`src/rtl/buzzer_arbiter.sv`:
```
// Round-robin alert scheduler: grants one sensor at a time a toned buzzer slot
// of DWELL cycles followed by a silent GAP, rotating priority after each grant.
module buzzer_arbiter #(
  parameter int DWELL     = 8,
  parameter int GAP       = 2,
  parameter int TONE_HALF = 2
) (
  input  logic       clk,
  input  logic       rst,
  input  logic       ena,
  input  logic [7:0] sensor,
  output logic [7:0] buzzer,
  output logic       grant_valid,
  output logic [2:0] grant_id,
  output logic [7:0] events
);

  localparam logic [7:0] DwellLoad = 8'(DWELL - 1);
  localparam logic [7:0] GapLoad   = 8'(GAP - 1);
  localparam logic [7:0] ToneLoad  = 8'(TONE_HALF - 1);

  typedef enum logic [1:0] {
    S_IDLE,
    S_ON,
    S_GAP
  } state_t;

  state_t      state_q, state_d;
  logic [7:0]  req_q;
  logic [2:0]  ptr_q, ptr_d;
  logic [7:0]  timer_q, timer_d;
  logic        tone_q, tone_d;
  logic [7:0]  tone_cnt_q, tone_cnt_d;
  logic [2:0]  grant_id_q, grant_id_d;
  logic [7:0]  events_q, events_d;
  logic [2:0]  winner;
  logic [2:0]  idx;

  // Descending scan so the requester closest to ptr_q is the last one written.
  always_comb begin
    winner = ptr_q;
    idx    = '0;
    for (int i = 7; i >= 0; i--) begin
      idx = ptr_q + 3'(i);
      if (req_q[idx]) winner = idx;
    end
  end

  always_comb begin
    state_d    = state_q;
    ptr_d      = ptr_q;
    timer_d    = timer_q;
    tone_d     = tone_q;
    tone_cnt_d = tone_cnt_q;
    grant_id_d = grant_id_q;
    events_d   = events_q;
    case (state_q)
      S_IDLE: begin
        if (ena && (req_q != 8'd0)) begin
          grant_id_d = winner;
          ptr_d      = winner + 3'd1;
          timer_d    = DwellLoad;
          tone_d     = 1'b1;
          tone_cnt_d = ToneLoad;
          events_d   = events_q + 8'd1;
          state_d    = S_ON;
        end
      end
      S_ON: begin
        if (tone_cnt_q == 8'd0) begin
          tone_d     = ~tone_q;
          tone_cnt_d = ToneLoad;
        end else begin
          tone_cnt_d = tone_cnt_q - 8'd1;
        end
        if (timer_q == 8'd0) begin
          timer_d = GapLoad;
          state_d = S_GAP;
        end else begin
          timer_d = timer_q - 8'd1;
        end
      end
      S_GAP: begin
        if (timer_q == 8'd0) state_d = S_IDLE;
        else timer_d = timer_q - 8'd1;
      end
      default: state_d = S_IDLE;
    endcase
  end

  always_ff @(posedge clk) begin
    if (rst) begin
      state_q    <= S_IDLE;
      req_q      <= 8'd0;
      ptr_q      <= 3'd0;
      timer_q    <= 8'd0;
      tone_q     <= 1'b0;
      tone_cnt_q <= 8'd0;
      grant_id_q <= 3'd0;
      events_q   <= 8'd0;
    end else begin
      state_q    <= state_d;
      req_q      <= sensor;
      ptr_q      <= ptr_d;
      timer_q    <= timer_d;
      tone_q     <= tone_d;
      tone_cnt_q <= tone_cnt_d;
      grant_id_q <= grant_id_d;
      events_q   <= events_d;
    end
  end

  assign grant_valid = (state_q == S_ON);
  assign buzzer      = (grant_valid && tone_q) ? (8'd1 << grant_id_q) : 8'd0;
  assign grant_id    = grant_id_q;
  assign events      = events_q;

endmodule

```
`config.mk`:
```
export PLATFORM = sky130hd
export DESIGN_NAME = buzzer_arbiter
export DESIGN_NICKNAME = d
export VERILOG_FILES = /design/src/rtl/buzzer_arbiter.sv
export SDC_FILE = /design/constraint.sdc
export NUM_CORES = 1
export LEC_CHECK = 0
export CORE_MARGIN = 10
export CORE_UTILIZATION = 38
export CTS_BUF_LIST = sky130_fd_sc_hd__clkbuf_2 sky130_fd_sc_hd__clkbuf_4 sky130_fd_sc_hd__clkbuf_8
export DETAILED_ROUTE_END_ITERATION = 8
export MAX_ROUTING_LAYER = met4
export PLACE_DENSITY = 0.54
export SYNTH_ARGS = -nofsm -noshare
export SYNTH_HDL_FRONTEND = slang
export SYNTH_SLANG_ARGS = --single-unit
```
`constraint.sdc`:
```
create_clock -name clk -period 3.99 [get_ports clk]
set_input_delay 0.399 -clock clk [delete_from_list [all_inputs] [get_ports clk]]
set_output_delay 0.399 -clock clk [all_outputs]
set_load 0.005 [all_outputs]
```
Yosys cells after proc, flatten, opt, wreduce, memory -nomap -nowiden
Index checks and enable logic that the tools add are counted.
- bits of input ports: 11
- output and inout bits: 20
- flip-flop bits (word level): 41
- $add $sub $neg: 11
- equality and inequality tests: 7
- order comparisons: 8
- shift-type cells: 1
- bitwise logic cells: 1
- reductions and logical operators: 13
- muxes and demuxes: 39
- operator list (cell ; count):
    $mux W8 ; 6
    $lt A3 B4 Y1 const B ; 8
    $bmux W1 S3 ; 8
    $mux W3 ; 8
    $pmux W8 S3 ; 1
    $logic_not A8 Y1 ; 2
    $pmux W8 S2 ; 1
    $sub A8 B1 Y8 const B ; 2
    $add A3 B3 Y3 const B ; 4
    $mux W1 ; 10
    $reduce_and A3 Y1 ; 3
    $add A8 B1 Y8 const B ; 1
    $reduce_bool A8 Y1 ; 1
    $shl A1 B3 Y8 const A ; 1
    $add A3 B1 Y3 const B ; 2
    $add A3 B2 Y3 const B ; 2
    $mux W2 ; 3
    $ne A2 B2 Y1 const B ; 3
    $pmux W2 S3 ; 1
    $ne A2 B1 Y1 const B ; 2
    $reduce_and A2 Y1 ; 2
    $reduce_bool A3 Y1 ; 1
    $eq A2 B1 Y1 const B ; 1
    $eq A2 B2 Y1 const B ; 1
    5 further kinds ; 6

Longest topological paths before layout
Gate-level depths: netlist of run 1.
- word-level depth: 12
- gate-level depth with buffers: 15
- depth with buffers taken out: 13

Worst setup path after synthesis of run 1
OpenSTA, ideal clock, no wires.
- kind: flip-flop to flip-flop
- start: register ptr_q[0]
- end: register ptr_q[2]
- stages on the path, launching flop included: 16
- path slack: 652 ps
- data required time: 3927 ps
- library setup time: 63 ps
- arrival time: 3275 ps
- path buffers: 2
- cells stage by stage: dfxtp_1 buf_6 inv_1 ha_1 clkbuf_1 mux4_2 mux2_2 and3_1 a211oi_2 a31oi_1 o211ai_1 o21ai_1 ha_1 nor3_1 a32oi_1 nand3_1
- cells in the longest elaborated chain, start to end: 12
- RTL lines (item ; RTL line ; text):
    from (decl) ; 30 ; logic [2:0] ptr_q, ptr_d;
    from (signal assigned) ; 104 ; ptr_q <= ptr_d;
    $add A3 B3 Y3 ; 44 ; idx = ptr_q + 3'(i);
    $bmux W1 S3 ; 45 ; if (req_q[idx]) winner = idx;
    $mux W1 (not written as such) ; 45 ;
    $mux W3 (7 in a row) ; 45 ;
    $mux W3 * ; 45 ;
    named net winner[1] ; 36 ; logic [2:0] winner;
    $add A3 B1 Y3 * ; 61 ; ptr_d = winner + 3'd1;
Mark *: on every way through the listed nets, which the timed path passes. The rest lies on a longest branch. The select of a mux whose other input is x is not followed.
A chain may end at the register's enable or synchronous reset.

Worst setup path after layout of run 1
- start: register ptr_q[1]
- end: register ptr_q[2]
Same word-level chain as after synthesis.

==> results of run 1 <==
==> cells in the final DEF, fill, tap and decap left out, types with 6 or more instances in the layout <==
cell                               n
sky130_fd_sc_hd__dfxtp_1          41
sky130_fd_sc_hd__nor2_1           39
sky130_fd_sc_hd__clkdlybuf4s50_1  30
sky130_fd_sc_hd__nand2_1          24
sky130_fd_sc_hd__inv_1            16
sky130_fd_sc_hd__xor2_1           13
sky130_fd_sc_hd__a21oi_1          13
sky130_fd_sc_hd__ha_1             10
sky130_fd_sc_hd__xnor2_1           9
sky130_fd_sc_hd__nand3_1           9
sky130_fd_sc_hd__o21ai_0           9
sky130_fd_sc_hd__mux4_2            8
sky130_fd_sc_hd__nor2b_1           8
sky130_fd_sc_hd__nor3_1            7
sky130_fd_sc_hd__a211oi_1          6
==> final cells by class <==
class	count	area, um2
inverters	17	63.8
well taps	80	100
clock inverters	3	17.5
clock buffers	5	68.8
flip-flops and latches	41	821
repair buffers	33	323
multi-input cells	231	1690
fillers	657	3670
==> state kept, by name (all words and copies together), names as in the netlist <==
signal,count
events,8
grant_id,3
ptr_q,3
req_q,8
state_q,2
timer_q,8
tone_cnt_q,8
tone_q,1
==> through the flow <==
step	util	total power [W]	setup WS, ps	hold WS, ps	cell area, um2
after global placement	0.444	0.00183	820	494	3000
final	0.457	0.00209	718	515	3090
after CTS	0.457	0.00211	736	511	3090
after floorplan	-	0.00157	652	461	2630
after detailed placement	0.444	0.00182	756	494	3000
after global routing	0.457	0.00228	474	538	3090
==> worst min path at each step <==
stage                        startpoint       endpoint  slack, ps  cells past startpoint
after floorplan           tone_cnt_q[0]  tone_cnt_q[0]        460                      1
final                        timer_q[6]     timer_q[6]        510                      2
after CTS                 tone_cnt_q[0]  tone_cnt_q[0]        510                      1
after global routing         state_q[1]     state_q[1]        540                      2
after detailed placement     timer_q[6]     timer_q[6]        490                      2
after global placement    tone_cnt_q[0]  tone_cnt_q[0]        490                      1
==> power by group <==
| group | internal (W) | total [W] | switching [W] |
|---|---|---|---|
| logic | 0.000561 | 0.00122 | 0.000662 |
| clock network | 0.000121 | 0.000275 | 0.000154 |
| registers | 0.000498 | 0.000590 | 0.0000920 |
==> critical path, delay by kind of cell, from the launching register on <==
family,cells,cell delay [ps]
buffers and inverters,1,80
AOI/OAI and AO/OA,5,770
muxes,2,780
adders and majority gates,2,690
DFF,1,340
and+or+nand+nor,3,550
==> routing by layer <==
layer	vias up	routed length, um
met5	-	0
met4	0	66
met3	13	186
met2	26	2810
met1	1024	2790
li1	1130	-
==> kinds of logic (layout without fill, tap and decap cells) <==
logic type | Yosys count | after routing
buffers and inverters | 29 | 58
and+or+nand+nor | 117 | 117
xor gates and xnor gates | 22 | 22
adders and majority gates | 10 | 10
muxes | 17 | 17
AOI/OAI and AO/OA | 65 | 65
DFF | 41 | 41
==> results.md, run 1 <==
Pwr:
- The leakage power of the design is 1.12 nW.
- Power spread over the standard cell area amounts to approximately 680 nW/um2.
- The worst-case IR drop observed on VDD is between 0.0002 and 0.0003 V.

Synth:
- The multiplexer share of the synthesized area is 0.114.
- The average instance in the mapped netlist occupies 8.74 um2.
- The total of flip-flops plus latches after synthesis is 41.
- The largest area contributor in the netlist is sky130_fd_sc_hd__dfxtp_1.
- The commonest register cell after synthesis is sky130_fd_sc_hd__dfxtp_1.
- Yosys attributes the largest share of cell area to sky130_fd_sc_hd__dfxtp_1, sky130_fd_sc_hd__mux4_2, sky130_fd_sc_hd__nor2_1.
- After synthesis, the most frequently instantiated cells are sky130_fd_sc_hd__dfxtp_1, sky130_fd_sc_hd__nor2_1, sky130_fd_sc_hd__nand2_1, sky130_fd_sc_hd__inv_1.
- After synthesis, the netlist uses 60 different library cells.
- The most common cell in the netlist is sky130_fd_sc_hd__dfxtp_1.
- The synthesis warning total is 0.
- By area, the combinational part of the netlist is dominated by simple AND/OR/NAND/NOR gates.
- The xor/xnor cell area share of the yosys netlist is 0.0732.
- The number of enable flip-flop cells after synthesis is 0.
- Of the total synthesized cell area, the portion taken by full adders, half adders and majority gates is 0.0476.
- The area share of the leading cell type in the synthesized netlist is 0.312.
- Of all flip-flops after synthesis, the portion carrying an async set or reset was 0.
- The basic-gate share of the synthesized area counting and, or, nand and nor cells is 0.227.
- Summing every instance area after synthesis gives approximately 2600 um2.
- The fraction of the mapped netlist area in compound gates came to 0.181.
- The number of nets produced by synthesis is 322.
- The proportion of synthesized chip area in sequential cells is 0.312.
- The count of mapped cells out of synthesis is ~300.

Floorplan:
- The effective utilization at floorplan is 0.389.
- The number of placement rows is 30.
- The die covers 10700 um2.
- The core outline area is 6760 um2.
- The horizontal die dimension is 103 um.
- 31 I/O pins were placed.
- The die span in y is 103 um.

Timing:
- The highest achievable clock rate is just over 300 MHz.
- The post-route fraction of the period consumed by the critical path is 0.820.
- The total count of hold-check failures in the final report is 0.
- The routed design could run at a clock period as short as between 3000 and 4000 ps.
- The worst setup skew after layout is 6.07 ps.
- Setup repair after global routing left no endpoint under its margin.
- The worst pin sits at a relative slew slack of 0.558.
- For the pin with the worst max-slew slack, the measured transition is 654 ps.
- The final max-slew violation count came to 0.
- Adding up every negative setup slack in the final design gives 0 ps.
- The count of endpoints failing setup in the final report is 0.

Finish:
- 0 antenna diodes ended up in the layout.
- The final net count is 350.
- The area growth from synthesis to final layout is 17.3%.
- The share of cells above drive strength 1 is 0.118.
- The count of non-filler cells in the finished layout is 410.

Detailed routing:
- The length of the first detailed-routing pass in iterations is 4.
- The wire length reported by the detailed router is 5860 um.
- The number of DRC violations after detailed-routing iteration 0 is 68.
- The residual antenna-violating net count after detailed routing is 0.
- Using the TritonRoute via totals, the vias-per-cell ratio works out to roughly 5.3.
- In the routed design, unresolved DRC markers number 0.
- Dividing the detail-routed wire length by the instance count gives 14.3 um.
- Detailed routing inserted a total of 2193 vias.

Critical path:
- The count of cells along the worst register-to-register path is 13.
- The data arrival time at the worst-slack endpoint is between 3000 and 4000 ps.
- The cell with the most instances on the worst path is sky130_fd_sc_hd__ha_1.
- The origin of the critical flop-to-flop path is ptr_q[1].
- Following the worst setup path forward leads to its endpoint at ptr_q[2].
- Walking the worst path, the cells encountered are inv_1 > ha_1 > mux4_2 > mux2_2 > and3_1 > a211oi_2 > a31oi_1 > o211ai_1 > o21ai_1 > ha_1 > nor3_1 > a32oi_1 > nand3_1.
- The critical path startpoint category is a register.
- The endpoint kind of the worst setup timing path is a register.
- The delay of the slowest cell on the worst path is between 400 and 500 ps.
- On the critical path, the stage with the largest delay is an instance of sky130_fd_sc_hd__ha_1.
- In this run the worst setup path begins at ptr_q[1].
- At the worst endpoint, the required time is approximately 4200 ps.
- The reg-to-reg critical path endpoint is ptr_q[2].
- The worst setup path is of the reg -> reg kind.
- Across all register-to-register paths, the minimum setup slack is 720 ps.
- The top fanout value on the critical path is 10.

Place:
- The placer congestion estimate is 0.927.
- After legalization and detailed placement, the total HPWL measured 4430 um.
- The instance count after placement with tap cells included is 402.
- Input and output buffers added on the ports amount to 30.

CTS:
- The H-tree depth reported by CTS is 2.
- The clock-pin slew reported for the worst setup and hold paths after clock tree synthesis is 90 ps.
- The TritonCTS clock tree is yes.
- The longest clock path from root to sink contains 2 buffers.
- The tree is rooted in a sky130_fd_sc_hd__clkbuf_8.
- The number of setup buffers added after CTS is 0.
- The total of cells resized after clock tree synthesis is 0.
- Clock tree synthesis found a total of 41 sinks.
- The insertion delay of the later-clocked pin in the worst-skew pair is 300 ps.
- In this run, CTS created clock tree buffers numbering 5.
- For this design, the CTS-stage hold fixing added 0 buffers.

GRT:
- The most heavily used metal layer in global routing is met2.
- For this run, global-route usage on met1 was measured as 0.146.
- In the global route stage, overall resource usage came out at 0.118.
- The largest net degree at the start of global routing is 19.
- The total grt overflow is 0.
- The wire length of the first global-routing pass is about 10000 um.
- The initial antenna violation count was 0.
- The number of global-route vias before repair was roughly 2100.
- The fraction of met2 tracks used by global routing is 0.186.
- The routing usage on met3 is 0.0246.

Run status:
- The flow ran to the end, and the final reports show no timing, DRC or antenna violations.

Run:
- The max capacitance violation total is 0.

Worst hold path:
- The worst hold-check path type is reg -> reg.
Note: power is estimated with default switching activity, not from simulation.
==> inputs of run 2 (changes only) <==
==> constraint.sdc (replaced) <==
create_clock -name clk -period 3.4 [get_ports clk]
set_input_delay 0.34 -clock clk [delete_from_list [all_inputs] [get_ports clk]]
set_output_delay 0.34 -clock clk [all_outputs]
set_load 0.005 [all_outputs]
==> run 2 against run 1 <==
Largest power group unchanged. Worst hold slack worse by 4.9 ps. Final cell count grew 0.49%. Highest routed layer unchanged. Wire length is 0.36% lower. Sequential share of layout area shrank 0.19 points. Utilization increased by 0.33 points. Clock power is 13% higher. Fmax is 5.7% higher. Critical endpoint unchanged. Via count down 0.23%. Flip-flop and latch count unchanged. Clock-buffer cell count did not move.
==> results.md, run 2 (synthesized netlist as in run 1, its figures left out) <==
Run status:
- The flow ran to the end, and the final reports show no timing, DRC or antenna violations.

Detailed routing:
- The met3 wire length is between 150 and 200 um.
- The residual antenna-violating net count after detailed routing is 0.
- The routed metal-1 wirelength is 2760 um.
- The wire length reported by the detailed router is 5840 um.
- In this run, the number of DRC markers left after iteration 0 of detailed routing was 100.
- After detailed routing, the number of vias per cell comes to between 5 and 6.
- The first TritonRoute pass finished after 4 iterations.
- Detailed routing inserted a total of approximately 2200 vias.
- Dividing the detail-routed wire length by the instance count gives 14.2 um.
- The routed design uses roughly 2900 um of met2 wire.
- Signal routing reaches up to met4.
- For this run, design rule violations remaining after detail routing come to 0.

Finish:
- The combined area of the multi-input logic cells is about 1700 um2.
- The area growth from synthesis to final layout is 18.1%.
- The top cell types in the final layout, fill and taps aside, are sky130_fd_sc_hd__dfxtp_1, sky130_fd_sc_hd__nor2_1, sky130_fd_sc_hd__clkdlybuf4s50_1.
- The repair_antennas step left the layout with diodes totalling 0.
- The register area is 821 um2.
- The count of filler cells inserted in the layout is 661.
- The most common cell after layout, fill and taps aside is sky130_fd_sc_hd__dfxtp_1.
- The final net count is between 300 and 400.
- Of the cells placed in the final design, the portion with a size suffix greater than 1 is 0.130.

Timing:
- The highest achievable clock rate is 323 MHz.
- Adding up every negative setup slack in the final design gives 0 ps.
- The actual slew at the worst max-slew pin is 658 ps.
- The worst setup skew after layout is 8.83 ps.
- The final max-slew violation count came to 0.
- Hold is met by 510 ps.
- Setup repair after global routing left no endpoint under its margin.
- The total count of hold-check failures in the final report came to 0.
- The count of endpoints failing setup in the final report is 0.
- Of the available clock period, the critical path in the final layout requires 0.911.
- Setup slack on the critical path of the routed design comes to 304 ps.
- The minimum clock period after layout is 3100 ps.
- Headroom to the max-slew limit came out at 0.555.

Floorplan:
- The die span in y is a little over 100 um.
- The area of the die is roughly 11000 um2.
- The number of top-level pins is 31.
- The core outline area is 6760 um2.
- Row generation in the floorplan step produced 30 rows.
- The horizontal die dimension is slightly above 100 um.
- The effective utilization at floorplan is 0.389.

CTS:
- In this run the clock root is driven by a sky130_fd_sc_hd__clkbuf_8.
- The number of gates resized after CTS was 0.
- The number of CTS-inserted buffers is 5.
- The insertion delay of the later-clocked pin in the worst-skew pair is 300 ps.
- For this design, the CTS-stage hold fixing added 0 buffers.
- The buffer count from post-CTS setup fixing is 0.
- CTS built an H-tree with a depth of 2.
- The TritonCTS clock tree is yes.
- The number of buffers between clock root and the deepest sink is 2.
- After clock tree synthesis, the clock-pin slew on the worst setup and hold paths is 80 ps.
- CTS saw between 40 and 50 sinks.

Place:
- Timing analysis after detailed placement gives a worst setup slack of between 200 and 300 ps.
- The placer congestion estimate is 0.845.
- Port buffering added 30 buffers.
- Detailed placement ended at an HPWL of 4400 um.

GRT:
- The wire length of the first global-routing pass is 9850 um.
- Across every metal layer, demand over resource in global routing totals 0.117.
- The initial antenna violation count is 0.
- Entering global routing, the biggest net connects 19 pins.
- The number of global-route vias before repair is ~2000.
- The total grt overflow is 0.

Run:
- The max capacitance violation total is 0.

Pwr:
- The switching share of power is 0.430.
- The switching power is 0.00106 W.
- The power density over the cells is around 790 nW/um2.
- The final total power is 0.00245 W.
- The power share of the combinational group is 0.591.
- The sequential power share is 0.282.
- In this run the static leakage power is 1.13 nW.
- IR analysis of the VDD net gives a maximum drop of 0.000304 V.
- The internal power summed over all cells is 0.00140 W.
- Of the total power, the clock network draws 0.127.

Critical path:
- The slack of the worst reg-to-reg path is 300 ps.
- By startpoint and endpoint, the worst setup path is classified as reg -> reg.
- The endpoint kind of the worst setup timing path is a register.
- At the worst endpoint, the arrival time is 3340 ps.
- The required time of the critical path is 3640 ps.
- Along the worst path, the maximum fanout reaches 6.
- The critical path startpoint category is a register.

Worst hold path:
- The worst hold-check path type is reg -> reg.
## run 2: changes by cell type in the layout (fill, tap and decap cells not counted), sizes merged
| cell | delta |
|---|---|
| buf | +2 |
## run 2: area by class of cell
cell class,count,share of cell area
Multi-Input combinational cell,231,0.547
Sequential cell,41,0.264
Timing Repair Buffer,35,0.109
Tap cell,80,0.0322
Clock buffer,5,0.0221
Inverter,17,0.0205
Clock inverter,3,0.00564
## run 2: stage by stage
step            util  cells  area [um2]
2_1_floorplan      -    301        2630
3_3_place_gp   0.446    404        3010
3_5_place_dp   0.446    404        3010
4_1_cts        0.459    412        3100
5_1_grt        0.460    412        3110
6_report       0.460    412        3110
## run 2: path summary, 6_finish.rpt
kind         cells after the start        from    endpoint
max                             13    ptr_q[1]    ptr_q[2]
min                              2  timer_q[6]  timer_q[6]
max reg2reg                     13    ptr_q[1]    ptr_q[2]
min reg2reg                      2  timer_q[6]  timer_q[6]
## run 2: worst max-delay path, cell delays in order (launching register included)
cell,delay (ps)
sky130_fd_sc_hd__dfxtp_1,330
sky130_fd_sc_hd__inv_1,80
sky130_fd_sc_hd__ha_1,390
sky130_fd_sc_hd__mux4_2,410
sky130_fd_sc_hd__mux2_2,340
sky130_fd_sc_hd__and3_1,200
sky130_fd_sc_hd__a211oi_2,230
sky130_fd_sc_hd__a31oi_1,110
sky130_fd_sc_hd__o211ai_1,230
sky130_fd_sc_hd__o21ai_1,110
sky130_fd_sc_hd__ha_1,220
sky130_fd_sc_hd__nor3_2,210
sky130_fd_sc_hd__a32oi_1,80
sky130_fd_sc_hd__nand3_1,100
## run 2: power by group through the flow
stage                     sequential (W)  combinational [W]  clock [W]
after floorplan                 0.000679            0.00116          0
after global placement          0.000702            0.00145          0
after detailed placement        0.000702            0.00144          0
after CTS                       0.000692            0.00145   0.000329
after global routing            0.000709            0.00162   0.000343
final                           0.000692            0.00145   0.000311
## run 2: routing by layer
| metal | track usage | vias up |
|---|---|---|
| met1 | 0.150 | 1025 |
| met5 | - | - |
| met4 | 0.0310 | 0 |
| li1 | - | 1129 |
| met3 | 0.0272 | 8 |
| met2 | 0.181 | 26 |
==> inputs of run 3 (changes only) <==
==> constraint.sdc (replaced) <==
create_clock -name clk -period 3.4 [get_ports clk]
set_input_delay 0.68 -clock clk [delete_from_list [all_inputs] [get_ports clk]]
set_output_delay 0.68 -clock clk [all_outputs]
set_load 0.005 [all_outputs]
==> results of run 3 <==
The final DEF is identical to that of run 2; final timing and power are the same.
